==> src/rtl/vin_capture.sv <==
// -----------------------------------------------------------------------------
// vin_capture
// Receives the raw video timing interface (vsync / hsync / de / 8-bit pixel),
// checks the frame geometry against the configured active size, packs pairs of
// 8-bit pixels into 16-bit words and pushes them out over a valid/ready
// handshake. The measured geometry and sticky error flags go to the debug core.
//
// Ports
//   clk          pixel clock, same domain as the v_* inputs
//   rst          synchronous, active-high reset
//   v_vsync      vertical sync, active high (frame starts on its rising edge)
//   v_hsync      horizontal sync, informational only
//   v_de         data enable, active high (line ends on its falling edge)
//   v_pixel      8-bit pixel, valid while v_de = 1
//   out_pixel    packed word: [7:0] = even pixel, [15:8] = odd pixel
//   out_valid    out_pixel holds a word
//   out_ready    downstream takes the word when out_valid & out_ready
//   frame_start  one-cycle pulse per vsync rising edge
//   meas_h       pixel count of the last completed line
//   meas_v       line count of the last completed frame
//   err_hact     sticky: a line length differed from H_ACT
//   err_vact     sticky: a frame line count differed from V_ACT
//   err_ovf      sticky: a packed word was dropped while the output stalled
//   err_clr      clears all sticky flags (a same-cycle error still sets them)
//
// H_ACT must be even so that each good line packs into whole words.
// -----------------------------------------------------------------------------
module vin_capture #(
    parameter int H_ACT = 800,
    parameter int V_ACT = 1200,
    parameter int CNT_W = 12
) (
    input  logic             clk,
    input  logic             rst,
    input  logic             v_vsync,
    input  logic             v_hsync,
    input  logic             v_de,
    input  logic [7:0]       v_pixel,
    output logic [15:0]      out_pixel,
    output logic             out_valid,
    input  logic             out_ready,
    output logic             frame_start,
    output logic [CNT_W-1:0] meas_h,
    output logic [CNT_W-1:0] meas_v,
    output logic             err_hact,
    output logic             err_vact,
    output logic             err_ovf,
    input  logic             err_clr
);

    typedef enum logic [0:0] {
        S_WAIT  = 1'b0,
        S_FRAME = 1'b1
    } state_t;

    localparam logic [CNT_W-1:0] H_LIM   = CNT_W'(H_ACT);
    localparam logic [CNT_W-1:0] V_LIM   = CNT_W'(V_ACT);
    localparam logic [CNT_W-1:0] CNT_MAX = {CNT_W{1'b1}};
    localparam logic [CNT_W-1:0] CNT_ONE = CNT_W'(1);
    localparam logic [CNT_W-1:0] CNT_ZERO = {CNT_W{1'b0}};

    // Counter increment that sticks at all-ones instead of wrapping.
    function automatic logic [CNT_W-1:0] sat_inc(input logic [CNT_W-1:0] v);
        if (v == CNT_MAX) begin
            return v;
        end else begin
            return v + CNT_ONE;
        end
    endfunction

    // Input stage and its one-cycle-delayed copy for edge detection.
    logic             r_vs;
    logic             r_vs_d;
    logic             r_de;
    logic             r_de_d;
    logic [7:0]       r_pix;

    // Frame tracking.
    state_t           r_state;
    state_t           w_state_next;
    logic             r_first;
    logic             r_skip;
    logic             r_phase;
    logic [7:0]       r_low;
    logic [CNT_W-1:0] r_pix_cnt;
    logic [CNT_W-1:0] r_line_cnt;

    // Output registers.
    logic [15:0]      r_out_pixel;
    logic             r_out_valid;
    logic             r_frame_start;
    logic [CNT_W-1:0] r_meas_h;
    logic [CNT_W-1:0] r_meas_v;
    logic             r_err_hact;
    logic             r_err_vact;
    logic             r_err_ovf;

    // Decoded per-cycle controls.
    logic             w_vs_rise;
    logic             w_de_fall;
    logic             w_live;
    logic             w_line_end;
    logic             w_de_cnt;
    logic             w_over_v;
    logic             w_accept;
    logic             w_word_done;
    logic             w_hs;
    logic             w_load;
    logic             w_drop;
    logic             w_frame_chk;
    logic             w_hact_bad;
    logic [15:0]      w_word;

    // hsync carries no information this block needs; line end comes from de.
    logic             w_unused_hsync;
    assign w_unused_hsync = v_hsync;

    // Register the video inputs one stage and keep the previous sample.
    always_ff @(posedge clk) begin
        if (rst) begin
            r_vs   <= 1'b0;
            r_vs_d <= 1'b0;
            r_de   <= 1'b0;
            r_de_d <= 1'b0;
            r_pix  <= 8'h00;
        end else begin
            r_vs   <= v_vsync;
            r_vs_d <= r_vs;
            r_de   <= v_de;
            r_de_d <= r_de;
            r_pix  <= v_pixel;
        end
    end

    // State register.
    always_ff @(posedge clk) begin
        if (rst) begin
            r_state <= S_WAIT;
        end else begin
            r_state <= w_state_next;
        end
    end

    // Next state: leave S_WAIT on the first vsync rising edge, then stay framed.
    always_comb begin
        w_state_next = r_state;
        case (r_state)
            S_WAIT: begin
                if (w_vs_rise) begin
                    w_state_next = S_FRAME;
                end else begin
                    w_state_next = S_WAIT;
                end
            end
            S_FRAME: w_state_next = S_FRAME;
            default: w_state_next = S_WAIT;
        endcase
    end

    // Per-cycle control decode from the registered inputs and counters.
    always_comb begin
        w_vs_rise   = r_vs & ~r_vs_d;
        w_de_fall   = ~r_de & r_de_d;
        // vsync takes priority; a line cut by vsync is ignored until de drops.
        w_live      = (r_state == S_FRAME) & ~w_vs_rise & ~r_skip;
        w_line_end  = w_live & w_de_fall;
        w_de_cnt    = w_live & r_de;
        w_over_v    = w_de_cnt & (r_line_cnt >= V_LIM);
        w_accept    = w_de_cnt & (r_line_cnt < V_LIM) & (r_pix_cnt < H_LIM);
        w_word_done = w_accept & r_phase;
        w_word      = {r_pix, r_low};
        w_hs        = r_out_valid & out_ready;
        // A completing word may load when the register is empty or draining.
        w_load      = w_word_done & (~r_out_valid | out_ready);
        w_drop      = w_word_done & r_out_valid & ~out_ready;
        w_frame_chk = w_vs_rise & ~r_first & (r_line_cnt != V_LIM);
        w_hact_bad  = w_line_end & (r_pix_cnt != H_LIM);
    end

    // Pixel/line counters, pack phase and the first-frame / skip flags.
    always_ff @(posedge clk) begin
        if (rst) begin
            r_pix_cnt  <= CNT_ZERO;
            r_line_cnt <= CNT_ZERO;
            r_phase    <= 1'b0;
            r_low      <= 8'h00;
            r_first    <= 1'b1;
            r_skip     <= 1'b0;
        end else begin
            if (w_vs_rise) begin
                r_pix_cnt  <= CNT_ZERO;
                r_line_cnt <= CNT_ZERO;
                r_phase    <= 1'b0;
                r_first    <= 1'b0;
            end else if (w_line_end) begin
                r_pix_cnt  <= CNT_ZERO;
                r_line_cnt <= sat_inc(r_line_cnt);
                r_phase    <= 1'b0;
            end else if (w_de_cnt) begin
                r_pix_cnt <= sat_inc(r_pix_cnt);
                if (w_accept) begin
                    r_phase <= ~r_phase;
                end else begin
                    r_phase <= r_phase;
                end
            end else begin
                r_pix_cnt <= r_pix_cnt;
            end

            if (w_accept && !r_phase) begin
                r_low <= r_pix;
            end else begin
                r_low <= r_low;
            end

            // A vsync arriving while de is high leaves the rest of that line dead.
            if (w_vs_rise) begin
                r_skip <= r_de;
            end else if (!r_de) begin
                r_skip <= 1'b0;
            end else begin
                r_skip <= r_skip;
            end
        end
    end

    // Output word register, frame pulse and geometry measurements.
    always_ff @(posedge clk) begin
        if (rst) begin
            r_out_pixel   <= 16'h0000;
            r_out_valid   <= 1'b0;
            r_frame_start <= 1'b0;
            r_meas_h      <= CNT_ZERO;
            r_meas_v      <= CNT_ZERO;
        end else begin
            r_frame_start <= w_vs_rise;

            if (w_vs_rise) begin
                r_meas_v <= r_line_cnt;
            end else begin
                r_meas_v <= r_meas_v;
            end

            if (w_line_end) begin
                r_meas_h <= r_pix_cnt;
            end else begin
                r_meas_h <= r_meas_h;
            end

            if (w_load) begin
                r_out_pixel <= w_word;
                r_out_valid <= 1'b1;
            end else if (w_hs) begin
                r_out_valid <= 1'b0;
            end else begin
                r_out_valid <= r_out_valid;
            end
        end
    end

    // Sticky error flags; a new error in the clear cycle keeps the flag set.
    always_ff @(posedge clk) begin
        if (rst) begin
            r_err_hact <= 1'b0;
            r_err_vact <= 1'b0;
            r_err_ovf  <= 1'b0;
        end else begin
            r_err_hact <= (r_err_hact & ~err_clr) | w_hact_bad;
            r_err_vact <= (r_err_vact & ~err_clr) | w_frame_chk | w_over_v;
            r_err_ovf  <= (r_err_ovf & ~err_clr) | w_drop;
        end
    end

    assign out_pixel   = r_out_pixel;
    assign out_valid   = r_out_valid;
    assign frame_start = r_frame_start;
    assign meas_h      = r_meas_h;
    assign meas_v      = r_meas_v;
    assign err_hact    = r_err_hact;
    assign err_vact    = r_err_vact;
    assign err_ovf     = r_err_ovf;

endmodule

==> config.mk <==
export PLATFORM = sky130hd
export DESIGN_NAME = vin_capture
export DESIGN_NICKNAME = d
export VERILOG_FILES = /design/src/rtl/vin_capture.sv
export SDC_FILE = /design/constraint.sdc
export NUM_CORES = 1
export LEC_CHECK = 0
export ABC_CLOCK_PERIOD_IN_PS = 2500
export BUFFER_PORTS_ARGS = -buffer_cell sky130_fd_sc_hd__buf_2
export CAP_MARGIN = 20
export CORE_ASPECT_RATIO = 1.1
export CORE_MARGIN = 5
export CORE_UTILIZATION = 30
export CTS_CLUSTER_SIZE = 28
export DETAILED_ROUTE_END_ITERATION = 10
export GPL_ROUTABILITY_DRIVEN = 1
export SETUP_SLACK_MARGIN = 0.1
export SYNTH_ARGS = -nofsm -noshare
export SYNTH_HDL_FRONTEND = slang
export SYNTH_SLANG_ARGS = --single-unit
==> constraint.sdc <==
create_clock -name clk -period 2.5 [get_ports clk]
set_input_delay 0.375 -clock clk [delete_from_list [all_inputs] [get_ports clk]]
set_output_delay 0.375 -clock clk [all_outputs]
set_load 0.005 [all_outputs]
# After elaboration in Yosys (flattened, before gate mapping)
# Cells that the tools add are included.
# totals
regBits,93
latch_bits,0
ram_bits,0
rom_bits,0
in_bits,15
out_inout_bits,45
wordCells,81
mem_count,0
# classes
add_sub_neg,2
n_mul,0
n_div,0
magnitude_cmp,3
eq_ne,5
shifts,0
n_mux,6
bitwise,37
reduce_logical,8
# ops
cell,n
adder 12 x 1 -> 12 bit (second input constant),2
equality test 12 bit (second input constant),2
AND 1 bit,20
greater-or-equal comparator 12 x 11 -> 1 bit (second input constant),1
less-than comparator 12 x 10 -> 1 bit (second input constant),1
less-than comparator 12 x 11 -> 1 bit (second input constant),1
!= test 12 x 10 -> 1 bit (second input constant),1
!= test 12 x 11 -> 1 bit (second input constant),1
NOT 1 bit,12
AND reduction 2 bit,3
two-way mux 1 bit,5
bitwise OR 1 bit,5
OR reduction 3 bit,1
!= test 2 x 1 -> 1 bit (second input constant),1
case mux 1 bit (2 select lines),1
nonzero test 2 bit,1
OR reduction 2 bit,1
logical AND 1 bit,1
logical NOT 1 bit,1

# Depth between registers and ports, before layout
# logic_depth
depth_word,12
mapped_depth,7
depth_no_buf,5

# Least setup slack after synthesis
# No wires, ideal clock.
# synth_timing
path_kind,register -> register
startpoint,reg r_line_cnt[0]
endpoint,reg r_line_cnt[4]
setup_time_ns,0.071
arrival_ns,1.662
t_required_ns,2.429
path_slack_ns,0.767
stages_incl_launch_ff,7
n_path_buf,1
synth_period_minus_slack_ns,1.733
path_cell_list,dfxtp_1 > ha_1 > and4_1 > and3_1 > buf_6 > or4_1 > a21oi_1
# synth_between
elab_chain_cells,3
word_cells_on_any_way,4
# synth_rtl
item,line,source
from (decl),86,logic [CNT_W-1:0] r_line_cnt;
from (signal assigned),197,r_line_cnt <= sat_inc(r_line_cnt);
"parallel branches: the longest is 3 deep, another holds adder 12 x 1 -> 12 bit",--,
# Several ways; the timed one is not identified.
# A chain may end at the register's enable or synchronous reset.

# Worst setup path in the final report
# layout_timing
startpoint,reg r_vs_d
endpoint,reg r_low[2]
# layout_between
elab_chain_cells,9
# layout_rtl
item,line,source
from (decl),73,logic r_vs_d;
from (signal assigned),128,r_vs_d <= r_vs;
NOT 1 bit,162,w_vs_rise = r_vs & ~r_vs_d;
AND 1 bit,162,
NOT 1 bit,165,w_live = (r_state == S_FRAME) & ~w_vs_rise & ~r_skip;
AND 1 bit (2 in a row),165,
AND 1 bit,167,w_de_cnt = w_live & r_de;
AND 1 bit (2 in a row),169,w_accept = w_de_cnt & (r_line_cnt < V_LIM) & (r_pix_cnt < H_LIM);
logical AND 1 bit,210,if (w_accept && !r_phase) begin
to (signal assigned),211,r_low <= r_pix;
to (signal assigned),213,r_low <= r_low;
to (decl),84,logic [7:0] r_low;
# No other way between the ends.

==> results_dict.tcl <==
set metrics [dict create \
    async_flop_share_pct 0 \
    p_sw_share_pct 23.1 \
    synth-edff-count 0 \
    yosysWarnings 0 \
    drt_iter0_drc 232 \
    viasPerCell 5.04 \
    yosysTopAreaCellShare_pct 46.9 \
    setup_tns_ns 0 \
    cp.required_ns 2.78 \
    ant_nets 0 \
    fmax_mhz 500 \
    core_um2 13100 \
    met3_usage_pct 3.83 \
    initial_core_util_pct 30.3 \
    grt_busiest_layer "met2" \
    cp_slowest_cell "nor4_4" \
    nets 511 \
    grt_pass1_vias 3356 \
    p_leak_nw 1.71 \
    synth_cell_types 51 \
    clockBufferDepth 2 \
    final_cell_mix "nand2_1, dfxtp_1, buf_2, a21oi_1, mux2i_1" \
    timing.critical_path.buf_inv 0 \
    final_cells 658 \
    p_int_w 0.00224 \
    ios 60 \
    grt_max_degree 47 \
    holdBufCountCts 0 \
    n_antenna_cell 0 \
    period_minus_slack_ns 2.00 \
    track_usage_pct 13.0 \
    finClkSkew_ns 0.00627 \
    cts_sinks 93 \
    comb_power_share_pct 3.6 \
    die_h_um 131 \
    startpoint_type "register" \
    r2r_slack_ns 0.50 \
    place.gp.congestion 0.808 \
    rows 44 \
    cp_max_fo 12 \
    dp.cells 642 \
    yosys-top-cells-area "dfxtp_1, nand2_1, mux2i_1, a21oi_1, or4_1" \
    dp_hpwl_mm 6.71 \
    via_count 3316 \
    io_buffers 58 \
    wl_per_cell_um 14.4 \
    syn_area_per_cell_um2 8.99 \
    path_clk_slew_ns 0.07 \
    synth_seq_cells 93 \
    die_w_um 120 \
    critPathKind "register to register" \
    end_kind "register" \
    min_period_over_period_pct 79.9 \
    ys_seq_area_share_pct 46.9 \
    critPathTopFamily "simple AND/OR/NAND/NOR gates" \
    maxCapViolCount 0 \
    dieArea_um2 15700 \
    synth_flop_cell "dfxtp_1" \
    postCtsResizedCells 0 \
    rsz0062_at_grt "no" \
    p_sw_w 0.000674 \
    tightest_slew_ns 0.717 \
    relSlewSlack_pct 51.9 \
    multiInputGateArea_um2 1930 \
    slew_violations 0 \
    setup-violations-final 0 \
    synthCells 442 \
    clock_latency_ns 0.35 \
    htree_levels 3 \
    holdCritPathClass "input port to register" \
    cts_tree "done" \
    root_buffer "clkbuf_16" \
    status "completed" \
    hold_viol 0 \
    synth.cell_area_um2 3970 \
    antenna_found_initial 0 \
    grtUsageMet2_pct 21.4 \
    max_stage_delay_ns 0.66 \
    crit_chain "nand2b_1 -> nand3_4 -> nor4_4 -> mux2i_1" \
    p_seq_share_pct 51.8 \
    use_met1_pct 16.4 \
    clkPwrFrac_pct 44.7 \
    area_growth_pct 17.1 \
    seq_area_um2 1860 \
    synth_nets 461 \
    grt_pass1_wl_mm 16.5 \
    cp.arrival_ns 2.27 \
    drive_gt1_share_pct 19.5 \
    p_per_area_nw_per_um2 626 \
    cts-buffers-inserted 9 \
    drt-total-wl_mm 9.49 \
    postCtsSetupBuffers 0 \
    ir_worst_vdd_v 0.000425 \
    final_common_cell "nand2_1" \
    yosysTopAreaCell "dfxtp_1" \
    drc 0 \
    fillers 1356 \
    drtPass1Iterations 4 \
    overflow 0 \
]
## layout make-up
cell class / instances / area share [%]
clock buffer: 12 / 5.30
clock inverter: 4 / 0.699
inverter: 8 / 0.646
multi-input combinational: 314 / 41.5
sequential: 93 / 40.0
tap: 161 / 4.33
timing repair buffer: 66 / 7.53
## layer usage
metal	wire [um]	share of wire, %
met5	0	0
met4	140	1.5
met3	458	4.8
met2	4430	47
met1	4460	47
## cells in the mapped netlist, types with 5 or more instances
cell type   n
nand2_1    97
dfxtp_1    93
a21oi_1    48
mux2i_1    25
or4_1      16
nand3_1    13
nor2b_1    13
o31ai_1    12
clkbuf_1   10
o21ai_0    10
nor2_1      9
nand4_1     8
buf_2       7
inv_1       7
or3_1       7
buf_6       6
and4_1      5
nand2b_1    5
## worst register-to-register path, stage by stage (launching register included)
cell and delay, ns:
dfxtp_1 0.33, nand2b_1 0.44, nand3_4 0.24, nor4_4 0.66, mux2i_1 0.26
## cells by family (layout without fill, tap and decap cells)
logic type	Yosys count	in the layout	synth area share (%)
multiplexers	25	25	6.30
flip-flops	93	93	46.9
buffers and inverters	35	90	4.75
adder cells (fa/ha/maj)	4	4	1.26
AND/OR/NAND/NOR	197	197	27.1
AO/OA/AOI/OAI	88	88	13.7
## power by group through the flow
| stage | clock [W] | combinational [W] | sequential, W |
|---|---|---|---|
| after CTS | 0.00134 | 0.000107 | 0.00151 |
| after global placement | 0 | 0.000105 | 0.00154 |
| after floorplan | 0 | 0.0000752 | 0.00154 |
| after global routing | 0.00141 | 0.000118 | 0.00151 |
| after detailed placement | 0 | 0.000106 | 0.00154 |
| final | 0.00130 | 0.000104 | 0.00151 |
## registers in the layout (all words and copies together) (netlist names), 8 cells and up
signal and flops:
r_pix 8, r_low 8, meas_h 12, r_line_cnt 12, out_pixel 16, meas_v 12, r_pix_cnt 12
## through the flow
stage | worst slack, ns | area (um^2) | hold WS (ns) | total power, W | utilization [%]
after floorplan | 0.767 | 3970 | 0.422 | 0.00161 | -
after global placement | 0.558 | 4370 | 0.433 | 0.00165 | 33.4
after detailed placement | 0.485 | 4370 | 0.439 | 0.00165 | 33.4
after CTS | 0.443 | 4650 | 0.227 | 0.00296 | 35.5
after global routing | 0.282 | 4650 | 0.232 | 0.00304 | 35.5
final | 0.501 | 4650 | 0.240 | 0.00291 | 35.5
## path summary, 6_finish.rpt
path,startpoint,cells after the start,to
max,r_vs_d,4,r_low[2]
min,v_pixel[2],2,r_pix[2]
max reg2reg,r_vs_d,4,r_low[2]
min reg2reg,r_first,2,r_first
No activity file was read; power rests on OpenSTA's default activity.
